File: src/rtl/blackbox_queue.sv
`default_nettype none
// +----------------------------------------------------------------------------+
// | blackbox_queue: parameterized ready/valid circular-buffer FIFO.            |
// | Optional BLACKBOX_QUEUE_FLOW_EN: empty-queue combinational pass-through.   |
// | Revision: 1.0                                                              |
// +----------------------------------------------------------------------------+
module blackbox_queue #(
  parameter int WIDTH = 16,
  parameter int DEPTH = 4
) (
  input  logic                         clock,
  input  logic                         reset,
  input  logic                         enq_valid,
  output logic                         enq_ready,
  input  logic [WIDTH-1:0]             enq_bits,
  output logic                         deq_valid,
  input  logic                         deq_ready,
  output logic [WIDTH-1:0]             deq_bits,
  output logic [$clog2(DEPTH+1)-1:0]   count
);

  localparam int CW = $clog2(DEPTH + 1);
  localparam int PW = (DEPTH > 1) ? $clog2(DEPTH) : 1;
  localparam logic [CW-1:0] c_depth_cnt = CW'(DEPTH);
  localparam logic [CW-1:0] c_cnt_one   = CW'(1);
  localparam logic [PW-1:0] c_last_ptr  = PW'(DEPTH - 1);
  localparam logic [PW-1:0] c_ptr_one   = PW'(1);

  logic [WIDTH-1:0] r_mem [DEPTH];
  logic [PW-1:0]    r_wr_ptr;
  logic [PW-1:0]    r_rd_ptr;
  logic [CW-1:0]    r_count;

  logic w_empty;
  logic w_full;
  logic w_store_valid;
  logic w_wr_en;
  logic w_rd_en;

  assign w_empty       = (r_count == '0);
  assign w_full        = (r_count == c_depth_cnt);
  assign w_store_valid = !w_empty;
  assign count         = r_count;

  always_comb begin
    enq_ready = !w_full;
    deq_valid = w_store_valid;
    deq_bits  = w_store_valid ? r_mem[r_rd_ptr] : '0;
`ifdef BLACKBOX_QUEUE_FLOW_EN
    // Empty queue presents the producer's entry directly to the consumer.
    if (w_empty) begin
      deq_valid = enq_valid;
      deq_bits  = enq_valid ? enq_bits : '0;
    end
`endif
  end

`ifdef BLACKBOX_QUEUE_FLOW_EN
  // A pass-through transfer touches neither storage nor pointers.
  assign w_wr_en = enq_valid & enq_ready & !(w_empty & deq_ready);
`else
  assign w_wr_en = enq_valid & enq_ready;
`endif
  assign w_rd_en = w_store_valid & deq_ready;

  always_ff @(posedge clock) begin
    if (w_wr_en) begin
      r_mem[r_wr_ptr] <= enq_bits;
    end
  end

  always_ff @(posedge clock or posedge reset) begin
    if (reset) begin
      r_wr_ptr <= '0;
      r_rd_ptr <= '0;
      r_count  <= '0;
    end else begin
      if (w_wr_en) begin
        r_wr_ptr <= (r_wr_ptr == c_last_ptr) ? '0 : r_wr_ptr + c_ptr_one;
      end
      if (w_rd_en) begin
        r_rd_ptr <= (r_rd_ptr == c_last_ptr) ? '0 : r_rd_ptr + c_ptr_one;
      end
      if (w_wr_en && !w_rd_en) begin
        r_count <= r_count + c_cnt_one;
      end else if (w_rd_en && !w_wr_en) begin
        r_count <= r_count - c_cnt_one;
      end
    end
  end

endmodule
`default_nettype wire

File: config.mk
export PLATFORM = sky130hd
export DESIGN_NAME = blackbox_queue
export DESIGN_NICKNAME = d
export VERILOG_FILES = /design/src/rtl/blackbox_queue.sv
export SDC_FILE = /design/constraint.sdc
export NUM_CORES = 1
export LEC_CHECK = 0
export ABC_AREA = 1
export BUFFER_PORTS_ARGS = -buffer_cell sky130_fd_sc_hd__buf_2
export CAP_MARGIN = 20
export CORE_UTILIZATION = 52
export DETAILED_ROUTE_END_ITERATION = 10
export PLACE_DENSITY = 0.76
export SLEW_MARGIN = 20
export SYNTH_ARGS = -nofsm -noshare
export SYNTH_HDL_FRONTEND = slang
export SYNTH_SLANG_ARGS = --single-unit
File: constraint.sdc
create_clock -name clock -period 1.8 [get_ports clock]
set_input_delay 0.27 -clock clock [delete_from_list [all_inputs] [get_ports clock]]
set_output_delay 0.27 -clock clock [all_outputs]
set_load 0.1 [all_outputs]
Word-level counts from Yosys, hierarchy flattened
Memories as Yosys holds them, arrays and structs flattened.
Cells that the tools add are included.
- flip-flop bits (word level): 7
- RAM bits: 64
- input port bits: 20
- output and inout port bits: 21
- logic and storage cells: 28
- memories kept: 1
- memory list (memory ; depth ; bits a word ; read ports ; clocked after Yosys merged registers in ; wr ports ; RTL line ; RTL):
    r_mem ; 4 ; 16 ; 1 ; 0 ; 1 ; 29 ; logic [WIDTH-1:0] r_mem [DEPTH];
- add/subtract/negate cells: 4
- equality and inequality tests: 3
- multiplexer cells: 7
- bitwise operators: 2
- reduce and logical (&&, ||, !) cells: 8
- operator list (kind ; number):
    2-to-1 mux 16 bit ; 1
    2-to-1 mux 3 bit ; 2
    adder 2 x 1 -> 2 bit, second input constant ; 2
    equality test 2 bit, second input constant ; 2
    zero test 1 bit ; 4
    2-to-1 mux 2 bit ; 2
    adder 3 x 1 -> 3 bit, second input constant ; 1
    equality test 3 bit, second input constant ; 1
    zero test 3 bit ; 1
    subtractor 3 x 1 -> 3 bit, second input constant ; 1
    bitwise AND 1 bit ; 2
    logical AND 1 bit ; 2
    2-to-1 mux 1 bit ; 2
    nonzero test 2 bit ; 1

Longest topological paths before layout
- word-level depth: 7
- gate-level depth with buffers: 12
- gate-level depth less buffers: 12

Worst setup path before layout
Ideal clock, no wire load.
- kind: reg2out
- from: register r_count[1] (netlist: count[1])
- to: output port deq_bits[10]
- data arrival time: 3.407 ns
- required time: 1.530 ns
- setup slack: -1.877 ns
- stages on the path, launching flop included: 6
- buffers on the path: 1
- cell sequence: dfrtp_1 > inv_1 > nand3_2 > inv_2 > buf_2 > a21oi_1
- cells in the longest elaborated chain, start to end: 2
- ends and longest elaborated chain (what ; RTL line ; RTL):
    start: declaration ; 32 ; logic [CW-1:0] r_count;
    start signal: assignment ; 85 ; r_count <= r_count + c_cnt_one;
    start signal: assignment ; 87 ; r_count <= r_count - c_cnt_one;
    zero test 3 bit ; 40 ; assign w_empty = (r_count == '0);
    2-to-1 mux 16 bit ; 48 ; deq_bits = w_store_valid ? r_mem[r_rd_ptr] : '0;
    end: declaration ; 18 ; output logic [WIDTH-1:0] deq_bits,
Every way passes these cells.

Worst setup path after layout
- from: register r_rd_ptr[0]
- to: output port deq_bits[1]
- cells in the longest elaborated chain, start to end: 2
- ends and longest elaborated chain (what ; RTL line ; RTL):
    start: declaration ; 31 ; logic [PW-1:0] r_rd_ptr;
    start signal: assignment ; 82 ; r_rd_ptr <= (r_rd_ptr == c_last_ptr) ? '0 : r_rd_ptr + c_ptr_one;
    memory read (4 x 16 bit) ; -- ;
    2-to-1 mux 16 bit ; 48 ;
Every way passes these cells.

==> out/results.ini <==
[layout]
final_util=0.7663
antennaDiodeCount=0
area_growth_pct=41.59
nNetsFinal=401
drive_above_1_share=0.4011
layout.filler_cells=356

[outcome]
status=finished, violations left
failed_checks=negative setup slack

[hold_path]
hold_path.class=in -> reg
timing.hold.worst.start=enq_bits[8]

[synthesis]
ys_top_cells_by_area=sky130_fd_sc_hd__edfxtp_1 (60%), sky130_fd_sc_hd__nand2_1 (9.3%), sky130_fd_sc_hd__inv_1 (9.0%)
synth_top_area_cell=sky130_fd_sc_hd__edfxtp_1
synth_flop_cell=sky130_fd_sc_hd__edfxtp_1
yosys_register_bits=71
synth_edf_count=64
syn_inst=311
post_synth_num_cell_types=18
avgSynthCellArea_um2=10.30
yosys_warnings=0
synth.net_count=338
mappedNetlistArea_mm2=0.003204
seq_area_frac_synth=0.6544
async_reset_ff_frac=0.09859
synth_largest_type_area_fraction=0.5998

[drt]
drt_via_density=4.960
antenna_left=0
routed_wl_um=6718
route.vias.total=2252
first_pass_iters=4
drc_errors=0
detail_route.wl_per_cell_um=14.80
initialDrtViolationCount=138

[place]
hpwlAfterDp_um=4073
placement.io_buffers=40
gp_routability_congestion=0.7752

[critical_path]
path_class=reg -> out
startpoint=r_rd_ptr[0]$_DFFE_PP0P_
critical_path.max_fanout=6
startpoint_type=flop
timing.critical_path.arrival_ns=1.59
crit_required_ns=1.53
r2r-start=count[1]$_DFFE_PP0P_
endpoint_type_of_the_worst_setup_path=output port

[timing]
fin_ws_ns=-0.06290
timing.slew.headroom=0.6767
finalCritPeriodShare=1.035
rsz0062_at_grt=true
max_slew.worst_pin.slew_ns=0.4883
slew_violations=0
final-hold-violation-count=0
setup_violations=14
maxClockFrequency_mhz=536.8
finClkSkew_ns=0.005865
timing.final.crit_period_ns=1.863
setup_total_negative_slack_ns=-0.4484

[cts]
tritoncts.num_buffers=9
insertion_delay_ns=0.34
root_buffer=sky130_fd_sc_hd__clkbuf_8
cts_tree=built
maximum_count_of_clock_buffers_along_a_single_path=2
tritoncts_sink_count=71
clk_pin_slew_ns=0.08
ctsHtreeMaxLevel=3

[grt]
initial_antenna_violation_count=0
grt_pass1_vias=2258
grt_first_pass_wirelength_um=10510
pin_count_of_the_biggest_net_entering_global_routing=33
grt_util_all_layers=0.2286
global_route.overflow_total=0

[die]
initial_core_util=0.5412
rows=28
floorplan.io_pins=41
design.core.area_mm2=0.005921
die_w_um=80.50
die_ar_mm2=0.006480
die_span_in_y_um=80.50

[flow_run]
cap_viol_max_count=0

==> cells in the mapped netlist (3+ instances only) <==
cell type,instances
sky130_fd_sc_hd__inv_1,77
sky130_fd_sc_hd__buf_2,5
sky130_fd_sc_hd__inv_2,3
sky130_fd_sc_hd__ha_1,6
sky130_fd_sc_hd__nand3_1,35
sky130_fd_sc_hd__a21oi_1,16
sky130_fd_sc_hd__nor2_1,4
sky130_fd_sc_hd__o21ai_0,3
sky130_fd_sc_hd__buf_6,6
sky130_fd_sc_hd__dfrtp_1,7
sky130_fd_sc_hd__edfxtp_1,64
sky130_fd_sc_hd__nand2_1,79
==> cells by family after synthesis <==
family,count (synthesis),share of synthesized area
compound gates,19,0.02968
fa+ha+maj,7,0.02968
buf+inv,92,0.1246
simple gates,121,0.1589
flops,71,0.6544
xor+xnor,1,0.002734
==> registers in the layout, indices dropped and copies added (netlist names) <==
register / cells
r_mem: 64
count: 3
r_rd_ptr: 2
r_wr_ptr: 2
==> through the flow <==
step / std cells / area (um2) / setup slack [ns] / hold WS, ns
floorplan: 311 / 3490 / -0.3928 / 0.07346
global placement: 427 / 4011 / 0.1058 / 0.2119
detailed placement: 427 / 4011 / 0.05202 / 0.2145
CTS: 449 / 4380 / -0.05433 / 0.1162
global route: 454 / 4537 / -0.1177 / 0.1220
finish: 454 / 4537 / -0.06290 / 0.1328
==> layout by cell type (no fill, tap or decap), types with 5 or more instances in the layout <==
cell type	instances
sky130_fd_sc_hd__a21oi_4	16
sky130_fd_sc_hd__nand2_1	65
sky130_fd_sc_hd__nand3_2	24
sky130_fd_sc_hd__clkbuf_8	9
sky130_fd_sc_hd__ha_1	5
sky130_fd_sc_hd__buf_2	23
sky130_fd_sc_hd__nand2_2	10
sky130_fd_sc_hd__nand3_1	10
sky130_fd_sc_hd__buf_12	17
sky130_fd_sc_hd__edfxtp_1	64
sky130_fd_sc_hd__inv_1	73
sky130_fd_sc_hd__buf_4	17
==> critical path, stage by stage, from the launching register on <==
cell and delay (ns):
sky130_fd_sc_hd__dfrtp_1 0.41, sky130_fd_sc_hd__buf_8 0.17, sky130_fd_sc_hd__buf_12 0.14, sky130_fd_sc_hd__nand2_2 0.07, sky130_fd_sc_hd__nand3_2 0.09, sky130_fd_sc_hd__a21oi_4 0.19
sky130_fd_sc_hd__buf_12 0.19
==> layout make-up <==
class,instances,area [um2],share of cell area
well taps,75,93.84,0.02068
flip-flops and latches,71,2110,0.4650
repair inverters,1,16.27,0.003585
repair buffers,62,645.6,0.1423
clock inverters,7,73.82,0.01627
multi-input cells,148,1122,0.2474
inverters,81,351.6,0.07750
clock buffers,9,123.9,0.02730
==> path summary, 6_finish.rpt <==
| kind | to | slack [ns] | cells past startpoint |
|---|---|---|---|
| max in group asynchronous | count[1]$_DFFE_PP0P_ | 1.15 | 3 |
| worst min-delay path | r_mem[1][8]$_DFFE_PP_ | 0.13 | 1 |
| worst max-delay path | deq_bits[1] | -0.06 | 6 |
| worst min register to register | count[0]$_DFFE_PP0P_ | 0.57 | 1 |
| worst max register to register | count[1]$_DFFE_PP0P_ | 0.09 | 9 |
| min in group asynchronous | r_rd_ptr[1]$_DFFE_PP0P_ | 0.39 | 3 |
==> routing by layer <==
layer  global-route usage  part of all wire
met1               0.2544              0.38
met2               0.4102              0.55
met3              0.05682             0.047
met4               0.1000             0.017
met5                    0                 0
==> what timing repair did <==
action / CTS / global route
hold endpoints to repair: 7 / 0
resized for setup: 28 / 31
endpoints found under the setup margin: 17 / 18
cloned: 1 / 0
hold buffers: 1 / 0
pin swaps: 19 / 18
buffers inserted: 4 / 5
Power is not shown: default switching activity piles up to over one toggle a cycle in this logic, so the estimate is an artifact.
